===== src/rtl/decode_stage.sv =====
// Purpose : registered RV32I/RV64I decode: format class, write enable, register fields, sign-extended immediate, illegal flag and count.
// Latency : 1 cycle from an accepted in_valid/in_ready beat to out_valid.
// Backpres: in_ready = !out_valid || out_ready; a stalled bundle holds stable, and flush drops it and blocks capture that cycle.
//
// Ports:
//   clk, rst_n            clock (rising edge), synchronous active-low reset
//   flush                 drop the held bundle; no capture this cycle
//   in_valid/in_ready     fetch-side handshake; in_instr (32b), in_pc (XLEN)
//   out_valid/out_ready   execute-side handshake
//   out_pc, out_fmt, out_writereg, out_rd, out_rs1, out_rs2,
//   out_funct3, out_funct7, out_imm, out_illegal   registered decode bundle
//   illegal_count         saturating count of captured illegal instructions
module decode_stage #(
  parameter int XLEN     = 32,
  parameter bit ENABLE_M = 1'b0,
  parameter int CNT_W    = 16
) (
  input  logic             clk,
  input  logic             rst_n,
  input  logic             flush,
  input  logic             in_valid,
  output logic             in_ready,
  input  logic [31:0]      in_instr,
  input  logic [XLEN-1:0]  in_pc,
  output logic             out_valid,
  input  logic             out_ready,
  output logic [XLEN-1:0]  out_pc,
  output logic [3:0]       out_fmt,
  output logic             out_writereg,
  output logic [4:0]       out_rd,
  output logic [4:0]       out_rs1,
  output logic [4:0]       out_rs2,
  output logic [2:0]       out_funct3,
  output logic [6:0]       out_funct7,
  output logic [XLEN-1:0]  out_imm,
  output logic             out_illegal,
  output logic [CNT_W-1:0] illegal_count
);

  // Bit 3 of the format code doubles as the register-write enable.
  localparam logic [3:0] FMT_R   = 4'b1000;
  localparam logic [3:0] FMT_I   = 4'b1001;
  localparam logic [3:0] FMT_U   = 4'b1010;
  localparam logic [3:0] FMT_J   = 4'b1011;
  localparam logic [3:0] FMT_S   = 4'b0100;
  localparam logic [3:0] FMT_B   = 4'b0101;
  localparam logic [3:0] FMT_ILL = 4'b0000;

  localparam logic [CNT_W-1:0] CNT_MAX = {CNT_W{1'b1}};

  logic [6:0]      opcode;
  logic [6:0]      funct7;
  logic            r_legal;
  logic [3:0]      fmt_d;
  logic [31:0]     imm32;
  logic [XLEN-1:0] imm_d;
  logic            illegal_d;
  logic            capture;

  assign opcode = in_instr[6:0];
  assign funct7 = in_instr[31:25];

  // Base ALU ops use funct7 0000000 / 0100000; 0000001 is the M-extension group.
  assign r_legal = (funct7 == 7'b0000000) || (funct7 == 7'b0100000) ||
                   (ENABLE_M && (funct7 == 7'b0000001));

  // Immediates are built at 32 bits and sign-extended to XLEN afterwards,
  // so one set of concatenations serves both RV32 and RV64.
  always_comb begin
    fmt_d = FMT_ILL;
    imm32 = '0;
    case (opcode)
      7'b0110111, 7'b0010111: begin
        fmt_d = FMT_U;
        imm32 = {in_instr[31:12], 12'b0};
      end
      7'b1101111: begin
        fmt_d = FMT_J;
        imm32 = {{11{in_instr[31]}}, in_instr[31], in_instr[19:12],
                 in_instr[20], in_instr[30:21], 1'b0};
      end
      7'b1100111, 7'b0000011, 7'b0010011: begin
        fmt_d = FMT_I;
        imm32 = {{20{in_instr[31]}}, in_instr[31:20]};
      end
      7'b1100011: begin
        fmt_d = FMT_B;
        imm32 = {{19{in_instr[31]}}, in_instr[31], in_instr[7],
                 in_instr[30:25], in_instr[11:8], 1'b0};
      end
      7'b0100011: begin
        fmt_d = FMT_S;
        imm32 = {{20{in_instr[31]}}, in_instr[31:25], in_instr[11:7]};
      end
      7'b0110011: begin
        fmt_d = r_legal ? FMT_R : FMT_ILL;
      end
      default: begin
        fmt_d = FMT_ILL;
      end
    endcase
  end

  assign imm_d     = XLEN'($signed(imm32));
  assign illegal_d = (fmt_d == FMT_ILL);

  assign in_ready     = !out_valid || out_ready;
  assign capture      = in_valid && in_ready && !flush;
  assign out_writereg = out_fmt[3];

  always_ff @(posedge clk) begin
    if (!rst_n) begin
      out_valid     <= 1'b0;
      out_pc        <= '0;
      out_fmt       <= FMT_ILL;
      out_rd        <= '0;
      out_rs1       <= '0;
      out_rs2       <= '0;
      out_funct3    <= '0;
      out_funct7    <= '0;
      out_imm       <= '0;
      out_illegal   <= 1'b0;
      illegal_count <= '0;
    end else begin
      if (capture) begin
        // A drain and a capture on the same edge simply overwrite: no bubble.
        out_valid   <= 1'b1;
        out_pc      <= in_pc;
        out_fmt     <= fmt_d;
        out_rd      <= in_instr[11:7];
        out_rs1     <= in_instr[19:15];
        out_rs2     <= in_instr[24:20];
        out_funct3  <= in_instr[14:12];
        out_funct7  <= in_instr[31:25];
        out_imm     <= imm_d;
        out_illegal <= illegal_d;
      end else if (flush || out_ready) begin
        out_valid <= 1'b0;
      end

      if (capture && illegal_d && (illegal_count != CNT_MAX)) begin
        illegal_count <= illegal_count + CNT_W'(1);
      end
    end
  end

endmodule


===== config.mk =====
export PLATFORM = sky130hd
export DESIGN_NAME = decode_stage
export DESIGN_NICKNAME = d
export VERILOG_FILES = /design/src/rtl/decode_stage.sv
export SDC_FILE = /design/constraint.sdc
export NUM_CORES = 1
export LEC_CHECK = 0
export BUFFER_PORTS_ARGS = -buffer_cell sky130_fd_sc_hd__buf_2
export CAP_MARGIN = 5
export CORE_ASPECT_RATIO = 0.6
export CORE_MARGIN = 5
export CORE_UTILIZATION = 48
export CTS_CLUSTER_SIZE = 40
export DETAILED_ROUTE_END_ITERATION = 8
export PLACE_DENSITY = 0.8
export RECOVER_POWER = 50
export SETUP_SLACK_MARGIN = 0.5
export SLEW_MARGIN = 5
export SYNTH_ARGS = -nofsm -noshare
export SYNTH_HDL_FRONTEND = slang
export SYNTH_SLANG_ARGS = --single-unit

===== constraint.sdc =====
create_clock -name clk -period 2.3 [get_ports clk]
set_input_delay 0.23 -clock clk [delete_from_list [all_inputs] [get_ports clk]]
set_output_delay 0.23 -clock clk [all_outputs]
set_load 0.02 [all_outputs]

==> metrics.csv <==
metric,value,unit
num_vias,4429,
synth_edf_count,0,
clk_latency,0.34,ns
synth_fp_nets,611,
drt-total-wl,13320,µm
htree_num_levels,3,
grt_overflow,0,
ios,182,
yosysSeqAreaShare,50.25,%
cts_buffer_depth,2,
synth_top_area_share,50.25,%
tns,0,ns
setup_viol,0,
fin_nets,777,
core_area,9087,µm²
status,finished clean,
fill_cells,858,
antenna_cells,0,
yosysWarningCount,0,
cts_tree,done,
pre_cts_slack,0.3215,ns
die-width,133.9,µm
crit_fanout,4,
maxSlewHeadroom,50.52,%
ys_ff_latch,111,
drv_cap,0,
start_kind,register,
cts_buffers,9,
postRouteAntennaNets,0,
ctsHoldBuffers,0,
end_kind,register,
antenna_found_initial,0,
rows,27,
synthCells,541,
drcViolationCount,0,
grt_pass1_vias,4301,
drive_gt1_share,18.26,%
critPathArrivalTime,2.08,ns
period_share,78.41,%
finClkSkew,0.008442,ns
mostFrequentLayoutCells,"nand2_1, clkbuf_1, dfxtp_1",
fin_crit,1.803,ns
power_leakage,0.002083,µW
track_usage,23.17,%
wl_per_cell,16.09,µm
synth_top_cell_by_area,dfxtp_1,
vias_per_cell,5.349,
first_pass_iters,4,
synth.distinct_cells,52,
clkTransAtPathRegs,0.08,ns
timing.fmax,554.5,MHz
grt_pass1_wl,21450,µm
powerDensity,697.1,nW/µm²
ir_drop,384.6,µV
clockRootBuffer,clkbuf_16,
synth_area,4422,µm²
portBuffers,181,
finalHoldViolCount,0,
synth_area_leaders,"dfxtp_1, nand2_1, a21oi_1",
place_congestion,0.8978,
die_h,84.35,µm
final_common_cell,nand2_1,
rsz0062_at_grt,true,
ff2ff_setup_slack,0.50,ns
drv_slew,0,
drt-initial-drc-count,246,
tightest_slew,0.7423,ns
hold_path.class,input port to register,
async_flop_share,0,%
grt_max_degree,91,
die-area,11290,µm²
avgSynthCellArea,8.173,µm²
ys.flop_type,dfxtp_1,
dp_hpwl,9778,µm
crit_type,register to register,
cts_sinks,111,
layout-area-overhead-vs-synth,28.07,%
initial_utilization,48.66,%
critPathRequiredTime,2.58,ns
worst_slack,0.4966,ns
final cells by class:
type | count | area, µm² | area share (%)
flip-flops and latches | 111 | 2240 | 39.55
inverters | 7 | 26.28 | 0.4640
multi-input cells | 387 | 2085 | 36.81
well taps | 116 | 145.1 | 2.563
repair buffers | 191 | 878.3 | 15.51
clock buffers | 11 | 242.7 | 4.286
clock inverters | 5 | 46.29 | 0.8175
logic make-up (layout without fill, tap and decap cells):
group,count (synthesis),after routing,share of synthesized area (%)
simple gates,235,235,24.76
compound gates,145,145,19.30
flops,111,111,50.25
buf+inv,43,214,4.131
xor+xnor,3,3,0.5943
mux,3,3,0.6791
fa+ha+maj,1,1,0.2829
metal layers:
layer | vias up | routed length [µm] | track usage [%]
met5 | - | 0 | 0
met4 | 0 | 211 | 6.816
met3 | 21 | 1283 | 9.401
met2 | 164 | 6059 | 36.60
met1 | 2050 | 5765 | 29.33
li1 | 2194 | - | -
worst paths after layout:
check                           from                       endpoint  cells past startpoint
max           out_valid$_SDFFE_PN0P_  illegal_count[7]$_SDFFE_PN0P_                      6
min                            flush         out_valid$_SDFFE_PN0P_                      2
max reg2reg   out_valid$_SDFFE_PN0P_  illegal_count[7]$_SDFFE_PN0P_                      6
min reg2reg  out_pc[31]$_SDFFE_PN0P_        out_pc[31]$_SDFFE_PN0P_                      2
registers in the layout, indices dropped and copies added (netlist names), 3 cells and up:
signal,flops
out_fmt,4
out_imm,32
out_funct3,3
out_funct7,7
illegal_count,16
out_rs1,5
out_rs2,5
out_pc,32
out_rd,5
worst max-delay path, cell delays in order, from the launching register on:
cell	delay (ns)
dfxtp_2	0.32
nor2b_4	0.13
nor3b_4	0.24
o2111a_2	0.29
nand4_1	0.22
or3_4	0.43
a21oi_2	0.11
metrics by stage:
stage / hold slack, ns / power (µW) / utilization (%) / instances / cell area, µm²
floorplan: 0.3093 / 2297 / - / 541 / 4438
global placement: 0.4328 / 2473 / 59.40 / 809 / 5398
detailed placement: 0.4391 / 2483 / 59.40 / 809 / 5398
CTS: 0.09465 / 3994 / 63.21 / 827 / 5744
global route: 0.08708 / 4115 / 62.32 / 828 / 5663
finish: 0.09637 / 3948 / 62.32 / 828 / 5663
synth_stat cells (3+ instances only):
cell type / number
a21oi_1: 89
and3_1: 6
or3_1: 3
o21a_1: 3
a221oi_1: 4
inv_1: 6
nand2_1: 141
mux2i_1: 3
and2_1: 3
nand4_1: 6
nor3_1: 7
nand2b_1: 4
o21ai_1: 3
o21ai_0: 16
clkbuf_1: 31
nand3_1: 16
xnor2_1: 3
and4_1: 3
dfxtp_1: 111
nor2_1: 30
a22oi_1: 15
where the power goes:
part	total [µW]	internal [µW]	switching, µW
registers	2010	1980	31.6
logic	423	138	285
clock network	1520	790	726
repair_timing:
item	4_1_cts	5_1_grt
gates resized for setup	8	15
pin swaps	2	3
endpoints found under the setup margin	56	62
endpoints found under the hold margin	0	0
buffers inserted	2	1
Note: power is estimated with default switching activity, not from simulation.
